## src/rtl/resline_renderer.sv

```systemverilog
// Resolution-label overlay: fetches one bitmap ROM row per video line and
// serialises it MSB-first onto the raster with x/y pixel replication.
module resline_renderer #(
    parameter int LINE_WIDTH = 136,
    parameter int X_POS      = 16,
    parameter int Y_POS      = 16,
    parameter int SCALE      = 2
) (
    input  logic                  clock,
    input  logic                  reset,
    input  logic                  line_start,
    input  logic [11:0]           counterY,
    input  logic [11:0]           counterX,
    input  logic                  de_in,
    output logic [3:0]            rom_addr,
    input  logic [LINE_WIDTH-1:0] rom_q,
    output logic                  pixel_on,
    output logic                  fetch_err
);

    localparam int BW = $clog2(LINE_WIDTH);
    localparam logic [11:0]   Y_LO     = 12'(Y_POS);
    localparam logic [11:0]   Y_HI     = 12'(Y_POS + 16 * SCALE);
    localparam logic [11:0]   X_LO     = 12'(X_POS);
    localparam logic [1:0]    REP_LAST = 2'(SCALE - 1);
    localparam logic [BW-1:0] BIT_LAST = BW'(LINE_WIDTH - 1);

    typedef enum logic [2:0] {IDLE, ADDR, WAIT, ARMED, SHIFT} state_t;

    state_t                state, state_nxt;
    logic [3:0]            row_idx, row_nxt;
    logic [1:0]            sub, sub_nxt;
    logic [1:0]            rep;
    logic [BW-1:0]         bit_cnt;
    logic [LINE_WIDTH-1:0] shift_reg;
    logic                  blank;
    logic                  in_win, at_start, strobe, rep_wrap, last, early;

    assign in_win   = (counterY >= Y_LO) && (counterY < Y_HI);
    assign at_start = de_in && (counterX == X_LO);
    // line_start pre-empts any pixel strobe in the same cycle
    assign strobe   = !line_start &&
                      ((state == ARMED && at_start && !blank) || (state == SHIFT && de_in));
    assign rep_wrap = (rep == REP_LAST);
    assign last     = rep_wrap && (bit_cnt == BIT_LAST);
    assign early    = !line_start && at_start && (state == ADDR || state == WAIT);

    // Row/sub-line tracking; only committed on an in-window line_start.
    always_comb begin
        row_nxt = row_idx;
        sub_nxt = sub;
        if (counterY == Y_LO) begin
            row_nxt = '0;
            sub_nxt = '0;
        end else if (sub == REP_LAST) begin
            sub_nxt = '0;
            row_nxt = row_idx + 4'd1;
        end else begin
            sub_nxt = sub + 2'd1;
        end
    end

    always_comb begin
        state_nxt = state;
        if (line_start) begin
            state_nxt = in_win ? ADDR : IDLE;
        end else begin
            case (state)
                ADDR:    state_nxt = WAIT;
                WAIT:    state_nxt = ARMED;
                ARMED:   if (strobe) state_nxt = last ? IDLE : SHIFT;
                SHIFT:   if (strobe && last) state_nxt = IDLE;
                default: state_nxt = state;
            endcase
        end
    end

    always_ff @(posedge clock) begin
        if (reset) begin
            state     <= IDLE;
            row_idx   <= '0;
            sub       <= '0;
            rep       <= '0;
            bit_cnt   <= '0;
            shift_reg <= '0;
            blank     <= 1'b0;
            rom_addr  <= '0;
            pixel_on  <= 1'b0;
            fetch_err <= 1'b0;
        end else begin
            state     <= state_nxt;
            pixel_on  <= strobe & shift_reg[LINE_WIDTH-1];
            fetch_err <= early;
            if (line_start) begin
                rep     <= '0;
                bit_cnt <= '0;
                blank   <= 1'b0;
                if (in_win) begin
                    row_idx  <= row_nxt;
                    sub      <= sub_nxt;
                    rom_addr <= row_nxt;
                end
            end else begin
                // a late fetch blanks the rest of the line but the load still completes
                if (early) blank <= 1'b1;
                if (state == WAIT) shift_reg <= rom_q;
                if (strobe) begin
                    if (rep_wrap) begin
                        rep       <= '0;
                        shift_reg <= {shift_reg[LINE_WIDTH-2:0], 1'b0};
                        bit_cnt   <= bit_cnt + BW'(1);
                    end else begin
                        rep <= rep + 2'd1;
                    end
                end
            end
        end
    end

endmodule

```

## config.mk

```make
export PLATFORM = sky130hd
export DESIGN_NAME = resline_renderer
export DESIGN_NICKNAME = d
export VERILOG_FILES = /design/src/rtl/resline_renderer.sv
export SDC_FILE = /design/constraint.sdc
export NUM_CORES = 1
export LEC_CHECK = 0
export BUFFER_PORTS_ARGS = -buffer_cell sky130_fd_sc_hd__buf_2
export CAP_MARGIN = 20
export CELL_PAD_IN_SITES_DETAIL_PLACEMENT = 1
export CELL_PAD_IN_SITES_GLOBAL_PLACEMENT = 1
export CORE_UTILIZATION = 35
export CTS_BUF_LIST = sky130_fd_sc_hd__clkbuf_4
export DETAILED_ROUTE_END_ITERATION = 8
export PLACE_DENSITY_LB_ADDON = 0.1
export SLEW_MARGIN = 40
export SYNTH_ARGS = -nofsm -noshare
export SYNTH_HDL_FRONTEND = slang
export SYNTH_SLANG_ARGS = --single-unit
```

## constraint.sdc

```tcl
create_clock -name clock -period 3.7 [get_ports clock]
set_input_delay 0.74 -clock clock [delete_from_list [all_inputs] [get_ports clock]]
set_output_delay 0.74 -clock clock [all_outputs]
set_load 0.01 [all_outputs]
```

After elaboration in Yosys (flattened, before gate mapping). Cells that the tools add are included.

Input port bits: 164. Output and inout bits: 6. Word-level logic and storage cells: 62. Register bits: 158.

Bitwise operators: 1. Multiplexer cells: 14. Add/subtract/negate cells: 4. Reductions and logical operators: 21. Eq/ne operators: 11. Magnitude comparators: 2.

Operators with widths (count): $mux W136 (3); $eq A12 B5 Y1 const B (2); $ge A12 B5 Y1 const B (1); $lt A12 B6 Y1 const B (1); $mux W3 (4); $pmux W3 S4 (1); $logic_and A1 B1 Y1 (10); $add A8 B1 Y8 const B (1); $eq A8 B8 Y1 const B (1); $mux W4 (2); $eq A3 B2 Y1 const B (2); $mux W2 (3); $reduce_and A3 Y1 (2); $reduce_bool A5 Y1 (1); $add A2 B1 Y2 const B (2); $add A4 B1 Y4 const B (1); $eq A2 B1 Y1 const B (2); $reduce_and A2 Y1 (2); $eq A3 B1 Y1 const B (1); $eq A3 B3 Y1 const B (1); $ne A3 B2 Y1 const B (1); $ne A3 B3 Y1 const B (1); $logic_not A1 Y1 (2); $logic_or A1 B1 Y1 (2); other kinds (4) (4).

Depth between registers and ports, before layout. Gate-level depths: netlist of run 1.

Depth in word-level cells: 10. Mapped depth: 9. Gate-level depth less buffers: 6.

Worst setup path before layout of run 1. OpenSTA, ideal clock, no wires.

Kind: input -> register. Start: in counterX[8]. End: reg shift_reg[34]. Path slack: 0.892 ns. Library setup time: 0.074 ns. Cell stages on the path: 7. Arrival time: 2.734 ns. Buffers on the path: 2. Required time: 3.626 ns. Cells stage by stage: or4b_1 -> or4_1 -> nor3_4 -> buf_4 -> buf_2 -> nand2_1 -> a31oi_1.

Cells in the longest elaborated chain, start to end: 7.

Ends and longest elaborated chain: start: declaration (RTL line 13) `input logic [11:0] counterX,`; $eq A12 B5 Y1 (RTL line 40) `assign at_start = de_in && (counterX == X_LO);`; $logic_and A1 B1 Y1 (RTL line 40); $logic_and A1 B1 Y1 (2 in series) (RTL line 43) `((state == ARMED && at_start && !blank) || (state == SHIFT && de_in));`; $logic_or A1 B1 Y1 (RTL line 43); $logic_and A1 B1 Y1 (RTL line 42) `assign strobe = !line_start &&`; $mux W136 (RTL line 107) `if (strobe) begin`; end signal: assignment (RTL line 106) `if (state == WAIT) shift_reg <= rom_q;`; end signal: assignment (RTL line 110) `shift_reg <= {shift_reg[LINE_WIDTH-2:0], 1'b0};`; end: declaration (RTL line 35) `logic [LINE_WIDTH-1:0] shift_reg;`.

No other way between the ends. A chain may end at the register's enable or synchronous reset.

Worst setup path after layout of run 1.
Start: in counterX[8]. End: reg shift_reg[43].

Same word-level chain as after synthesis.

==> qor.log, run 1 <==
[place] routability-driven placement congestion ratio 0.7362
[sta] unrepaired setup endpoints after global routing no
[synthesis] Synth Flop Type sky130_fd_sc_hd__dfxtp_1
[cells_and_area] max FFs per register 136
[setup_path] Crit Reg-Reg Endpoint shift_reg[43]$_SDFFE_PP0N_
[global_routing] largest net degree at the start of global routing 120
[route] number of remaining DRC errors 0
[sta] actual transition at the worst max-transition pin 0.7581 ns
[clock_network] Post-CTS Hold Buffers 0
[synthesis] area fraction of the dominant cell type after synthesis 0.3858
[route] routed wire length per instance 17.97 um
[cells_and_area] Total Nets Final 1,321
[route] Iteration-0 DRC Markers 544
[setup_path] cells on worst reg2reg path 5
[setup_path] Slowest Stage Delay on Critical Path 0.65 ns
[setup_path] crit path kind input pin to flip-flop
[clock_network] Gates resized, CTS repair 0
[cells_and_area] final instance area 9560 sq um
[hold_path] worst min path class flip-flop to flip-flop
[synthesis] Post-synth EDFFs 0
[sta] FMAX 378.5 MHz
[setup_path] CP startpoint kind input pin
[floorplan] total die area 24,040 sq um
[floorplan] standard cell core area 22,780 sq um
[sta] post-route clock period utilization 0.7141
[synthesis] post-synth top area cell sky130_fd_sc_hd__dfxtp_1
[route] total routed wirelength 26.70 mm
[synthesis] summed instance area of the synthesized netlist 8199 sq um
[cells_and_area] area of the multi-input gates 4639 sq um
[setup_path] worst reg2reg startpoint rep[0]$_SDFFE_PP0N_
[cells_and_area] Area growth, synth to finish 16.60%
[setup_path] cells along the critical path buf_2 > or4b_1 > or4_1 > nor3_4 > buf_12 > nand2_1 > a31oi_1
[setup_path] required time reported for the critical path endpoint 4.17 ns
[cells_and_area] Fill cells 2,808
[setup_path] CP max stage cell sky130_fd_sc_hd__or4_1
[sta] relative slew slack 0.4946
[floorplan] row count 55
[power_and_ir_drop] sum of internal, switching and leakage power 3146 uW
[setup_path] number of buffer and inverter instances along the worst setup path 2
[clock_network] number of levels in the clock H-tree 4
[sta] number of pins with negative max-slew slack in the final report 0
[sta] Total Negative Setup Slacks 0 ns
[global_routing] grt ovf 0
[floorplan] Boundary Pins 170
[run] max-cap violations 0
[clock_network] TritonCTS clock tree built
[place] pre-CTS setup slack 0.4591 ns
[power_and_ir_drop] worst IR drop on VDD 0.2105 mV
[power_and_ir_drop] ratio of total power to cell area 329.1 nW/um^2
[synthesis] Syn Nets 1,224
[sta] total count of hold-check failures in the final report 0
[setup_path] setup slack of the worst register-to-register path 1.37 ns
[clock_network] Post CTS Setup Buffer Count 0
[place] placement-stage cell area 9298 sq um
[synthesis] gate count after technology mapping 1,058
[clock_network] Inserted Clock Buffers 17
[setup_path] critical path data arrival time 3.11 ns
[global_routing] global-route wire length before repair 43.34 mm
[setup_path] worst setup path start counterX[8]
[synthesis] number of flip-flops and latches in the synthesized netlist 158
[synthesis] mean area per synthesized cell 7.750 sq um
[setup_path] crit-path leading delay family simple AND/OR/NAND/NOR gates
[setup_path] category of the worst setup path capture point flip-flop
[setup_path] worst setup path end shift_reg[43]$_SDFFE_PP0N_
[synthesis] part of the Yosys area used for sequential elements 0.3858
[sta] clock period minus worst slack 2.642 ns
[setup_path] peak fanout along the critical path 107
[route] vias after detailed routing 8,618
[clock_network] clk root buf sky130_fd_sc_hd__clkbuf_4
[floorplan] die span in x 155.1 um
[power_and_ir_drop] total leakage power 0.003210 uW
[place] Port Buf Inserts 169
[cells_and_area] share of final-layout standard cells stronger than drive strength 1 0.1961
[clock_network] clock sinks 158
[clock_network] Max Buffers Root-to-Sink 2
[status] outcome complete, no violations
[sta] Final WS setup 1.058 ns
[route] post-detailed-route count of antenna-violating nets 0
[sta] worst clock skew on the final layout 0.02815 ns
[synthesis] count of distinct cell types in the synthesized netlist 41
[synthesis] share of flip-flops with an asynchronous set or reset after synthesis 0
[sta] setup violators final 0
[cells_and_area] FF+latch area 3163 sq um
[synthesis] top-count cell post-synth sky130_fd_sc_hd__dfxtp_1
[route] detail-routed via count per cell 5.799
[route] iteration count of the initial detailed-routing pass 4
[synthesis] top cells by count, synth sky130_fd_sc_hd__dfxtp_1, sky130_fd_sc_hd__nand2_1, sky130_fd_sc_hd__a21oi_1
[synthesis] Ys Warns 0
[setup_path] WP depth 7
[global_routing] total global-route track usage 0.2217
[floorplan] starting density of the core 0.3600
[clock_network] insertion delay of the later-clocked pin in the worst-skew pair 0.58 ns
[synthesis] largest cells by area after synthesis sky130_fd_sc_hd__dfxtp_1, sky130_fd_sc_hd__a22o_1, sky130_fd_sc_hd__a31oi_1, sky130_fd_sc_hd__a21oi_1, sky130_fd_sc_hd__nand3_1
[clock_network] clk slew on worst S/H paths 0.16 ns
[floorplan] die height 155.1 um
[global_routing] via count of the first global-routing pass 8,353
[global_routing] antenna violations before repair 7
[place] half-perimeter wire length after placement 15.64 mm
where the power goes:
part	internal [uW]	leakage, uW	total, uW	switching [uW]
Combinational	166	0.00181	344	177
Sequential	1760	0.00128	1810	58.1
Clock	284	0.000124	988	704
Total	2210	0.00321	3150	940
layer usage:
metal,GRT usage,routed length (um),vias to the layer above
met5,0,13,-
li1,-,-,4216
met4,0.06412,272,2
met2,0.3586,12380,146
met3,0.04290,1089,21
met1,0.2989,12940,4233
placed cells by master, fill, tap and decap left out, drive strengths merged, types with 3 or more instances in the layout:
| cell | count |
|---|---|
| buf | 186 |
| dfxtp | 158 |
| nand2 | 150 |
| a21oi | 145 |
| nand3 | 140 |
| a31oi | 136 |
| a22o | 135 |
| clkbuf | 18 |
| nor2 | 18 |
| inv | 9 |
| nor3 | 6 |
| diode | 5 |
| xnor2 | 5 |
| or3 | 4 |
| or4 | 4 |
| nor4 | 4 |
| clkinvlp | 4 |
| clkinv | 4 |
| nand4bb | 3 |
| xor2 | 3 |
| nand4 | 3 |
| mux2i | 3 |
| o21ai | 3 |
| a31o | 3 |
worst min path at each step:
stage	start	end	slack [ns]	cells past startpoint
global route	rom_q[76]	shift_reg[76]$_SDFFE_PP0N_	0.47	4
CTS	rom_q[0]	shift_reg[0]$_SDFFE_PP0N_	0.44	3
finish	sub[1]$_SDFFE_PP0P_	sub[1]$_SDFFE_PP0P_	0.47	2
global placement	sub[1]$_SDFFE_PP0P_	sub[1]$_SDFFE_PP0P_	0.45	2
floorplan	sub[1]$_SDFFE_PP0P_	sub[1]$_SDFFE_PP0P_	0.43	2
detailed placement	sub[1]$_SDFFE_PP0P_	sub[1]$_SDFFE_PP0P_	0.45	2
final cells by class:
type                            instances  area share
Multi-Input combinational cell        789      0.4853
Sequential cell                       158      0.3308
Timing Repair Buffer                  186      0.1149
Tap cell                              313     0.04096
Clock buffer                           18     0.01413
Clock inverter                         14     0.01139
Antenna cell                            5    0.001309
Inverter                                3    0.001178
per-stage QoR:
step / cells / hold WS (ns) / utilization
after detailed placement: 1449 / 0.4487 / 0.4082
after CTS: 1481 / 0.4393 / 0.4189
after floorplan: 1058 / 0.4287 / -
after global routing: 1483 / 0.4674 / 0.4194
after global placement: 1449 / 0.4461 / 0.4079
final: 1486 / 0.4727 / 0.4197
kinds of logic (layout without fill, tap and decap cells):
family | Yosys count | after routing | share of synthesized area
compound gates | 429 | 429 | 0.3484
simple gates | 347 | 347 | 0.1972
flops | 158 | 158 | 0.3858
buf+inv | 111 | 221 | 0.05341
xor+xnor | 8 | 8 | 0.008546
mux | 3 | 3 | 0.003663
fa+ha+maj | 2 | 2 | 0.003052
other cells | 0 | 5 | 0
worst register-to-register path: cells and delay by family, from the launching register on:
family	cells	cell delay, ns
AOI/OAI and AO/OA	2	0.33
and+or+nand+nor	2	0.98
DFF	1	0.42
buffers and inverters	1	0.51
No activity file was read; power rests on OpenSTA's default activity.
==> inputs of run 2 (changes only) <==
==> constraint.sdc (replaced) <==
create_clock -name clock -period 2.15 [get_ports clock]
set_input_delay 0.43 -clock clock [delete_from_list [all_inputs] [get_ports clock]]
set_output_delay 0.43 -clock clock [all_outputs]
set_load 0.01 [all_outputs]
==> run 2 against run 1 <==
  * Global-route usage rose by 0.49 points
  * Sequential power rose by 72%
  * Clock skew barely moved
  * Sequential cell count did not move
  * Sequential share of layout area fell by 1.9 points
  * Critical path depth rose by 1
  * Setup slack got worse by 0.92 ns
  * Non-clock buffer count rose by 43
  * Power rose by 86%
  * Via count rose by 2.5%
  * Core utilization rose by 2.5 points
  * Combinational power rose by 83%
==> qor.log, run 2 (synthesis gave the netlist of run 1 again) <==
[sta] number of pins with negative max-slew slack in the final report 0
[setup_path] Slowest Stage Delay on Critical Path 0.57 ns
[cells_and_area] Util after Layout 0.4451
[setup_path] CP max stage cell sky130_fd_sc_hd__or4_4
[setup_path] peak fanout along the critical path 30
[power_and_ir_drop] combinational share of power 0.108
[setup_path] CP startpoint kind input pin
[route] iteration count of the initial detailed-routing pass 5
[setup_path] setup slack of the worst register-to-register path 0.16 ns
[clock_network] clk slew on worst S/H paths 0.15 ns
[cells_and_area] Total Nets Final 1,364
[clock_network] clock sinks 158
[sta] total count of hold-check failures in the final report 0
[sta] clock period minus worst slack 2.012 ns
[power_and_ir_drop] part of the power in the clock network 0.359
[power_and_ir_drop] worst IR drop on VDD 0.3192 mV
[route] detail-routed via count per cell 5.781
[floorplan] die height 155.1 um
[hold_path] worst min path class input pin to flip-flop
[route] vias after detailed routing 8,833
[cells_and_area] Area growth, synth to finish 23.65%
[setup_path] cells along the critical path buf_2 > or4_4 > or4_4 > nor3_4 > buf_12 > buf_12 > nand2_1 > a31oi_1
[clock_network] insertion delay of the later-clocked pin in the worst-skew pair 0.59 ns
[route] post-detailed-route count of antenna-violating nets 0
[setup_path] crit path kind input pin to flip-flop
[place] Port Buf Inserts 169
[floorplan] standard cell core area 22,780 sq um
[cells_and_area] non-filler instance count after layout 1,528
[run] max-cap violations 0
[global_routing] total global-route track usage 0.2267
[sta] Worst Hold Margin 0.06685 ns
[place] half-perimeter wire length after placement 17.52 mm
[setup_path] number of buffer and inverter instances along the worst setup path 3
[sta] unrepaired setup endpoints after global routing no
[setup_path] crit-path leading delay family simple AND/OR/NAND/NOR gates
[place] pre-CTS setup slack -0.4613 ns
[clock_network] TritonCTS clock tree built
[setup_path] category of the worst setup path capture point flip-flop
[cells_and_area] max FFs per register 136
[sta] post-route clock period utilization 0.9360
[setup_path] required time reported for the critical path endpoint 2.66 ns
[global_routing] via count of the first global-routing pass 8,785
[global_routing] largest net degree at the start of global routing 75
[floorplan] die span in x 155.1 um
[cells_and_area] area of the multi-input gates 4647 sq um
[status] outcome complete, no violations
[sta] worst clock skew on the final layout 0.02847 ns
[global_routing] global-route wire length before repair 44.53 mm
[floorplan] Boundary Pins 170
[route] number of remaining DRC errors 0
[route] Iteration-0 DRC Markers 456
[cells_and_area] share of final-layout standard cells stronger than drive strength 1 0.2254
[cells_and_area] FF+latch area 3164 sq um
[sta] Final WS setup 0.1375 ns
[cells_and_area] final instance area 10,140 sq um
[route] total routed wirelength 27.40 mm
[floorplan] starting density of the core 0.3600
[clock_network] Max Buffers Root-to-Sink 2
[clock_network] clk root buf sky130_fd_sc_hd__clkbuf_4
[place] routability-driven placement congestion ratio 0.7657
[clock_network] Post-CTS Hold Buffers 0
[cells_and_area] top library cells by usage in the layout, fill and taps aside sky130_fd_sc_hd__buf_2, sky130_fd_sc_hd__dfxtp_1, sky130_fd_sc_hd__nand2_1, sky130_fd_sc_hd__a21oi_1, sky130_fd_sc_hd__nand3_1
[power_and_ir_drop] total leakage power 0.003523 uW
[power_and_ir_drop] ratio of total power to cell area 577.3 nW/um^2
[power_and_ir_drop] internal power 4272 uW
[clock_network] number of levels in the clock H-tree 4
[cells_and_area] Fill cells 2,795
[sta] FMAX 496.9 MHz
[cells_and_area] leading cell type in the layout, fill and taps excluded sky130_fd_sc_hd__buf_2
[power_and_ir_drop] power share of the sequential group 0.533
[sta] actual transition at the worst max-transition pin 0.8065 ns
[place] placement-stage cell area 9747 sq um
[sta] relative slew slack 0.4624
[setup_path] critical path data arrival time 2.52 ns
[sta] setup violators final 0
[clock_network] Inserted Clock Buffers 17
[route] routed wire length per instance 17.93 um
[power_and_ir_drop] Sw Pwr 1581 uW
[place] number of cells after detailed placement 1,488
[power_and_ir_drop] sw frac 0.2701
[global_routing] antenna violations before repair 6
[global_routing] grt ovf 0
[floorplan] total die area 24,040 sq um
[floorplan] row count 55
[run 2: cell types whose count changed in the layout (fill, tap and decap cells not counted), moves of 3 or more]
cell | before | now
sky130_fd_sc_hd__buf_12 | 9 | 23
sky130_fd_sc_hd__buf_4 | 8 | 39
sky130_fd_sc_hd__bufinv_16 | 0 | 4
sky130_fd_sc_hd__clkinvlp_4 | 4 | 1
sky130_fd_sc_hd__inv_6 | 6 | 2
[run 2: area by class of cell]
class / count / area share
Timing Repair Buffer: 229 / 0.1567
Inverter: 3 / 0.001111
Tap cell: 313 / 0.03863
Multi-Input combinational cell: 789 / 0.4583
Clock inverter: 14 / 0.01876
Antenna cell: 4 / 0.0009873
Sequential cell: 158 / 0.3121
Clock buffer: 18 / 0.01333
[run 2: metrics by stage]
step | setup TNS [ns] | power (uW)
5_1_grt | 0 | 6106
3_3_place_gp | -56.19 | 3799
3_5_place_dp | -57.24 | 3807
6_report | 0 | 5853
4_1_cts | 0 | 5912
2_1_floorplan | -27.65 | 3495
[run 2: path summary, 6_finish.rpt]
kind	from	endpoint	cells past startpoint
max	counterX[1]	shift_reg[6]$_SDFFE_PP0N_	8
min	reset	state[0]$_SDFFE_PP0P_	2
max reg2reg	rep[0]$_SDFFE_PP0N_	shift_reg[6]$_SDFFE_PP0N_	7
min reg2reg	sub[1]$_SDFFE_PP0P_	sub[1]$_SDFFE_PP0P_	2
[run 2: what timing repair did]
action / CTS / global route
setup buffers: 0 / 3
endpoints found under the hold margin: 0 / 0
resized for setup: 0 / 1
endpoints found under the setup margin: 0 / 120
[run 2: worst reg2reg max path, cell delays in order, from the launching register on]
cell	delay, ns
sky130_fd_sc_hd__dfxtp_1	0.37
sky130_fd_sc_hd__or3b_2	0.52
sky130_fd_sc_hd__buf_4	0.17
sky130_fd_sc_hd__nor3_4	0.19
sky130_fd_sc_hd__buf_12	0.19
sky130_fd_sc_hd__buf_12	0.21
sky130_fd_sc_hd__nand2_1	0.08
sky130_fd_sc_hd__a31oi_1	0.19
[run 2: power groups by stage]
stage	Clock, uW	Combinational [uW]	Sequential [uW]
6_report	2100	631	3120
5_1_grt	2270	695	3140
4_1_cts	2170	625	3120
3_5_place_dp	0	623	3180
3_3_place_gp	0	615	3180
2_1_floorplan	0	342	3150
[run 2: per-layer routing]
layer,global-route usage,up-vias,wire [um]
li1,-,4294,-
met1,0.3083,4323,13340
met2,0.3687,184,12600
met3,0.04039,26,1134
met4,0.05846,6,283
met5,0,-,41
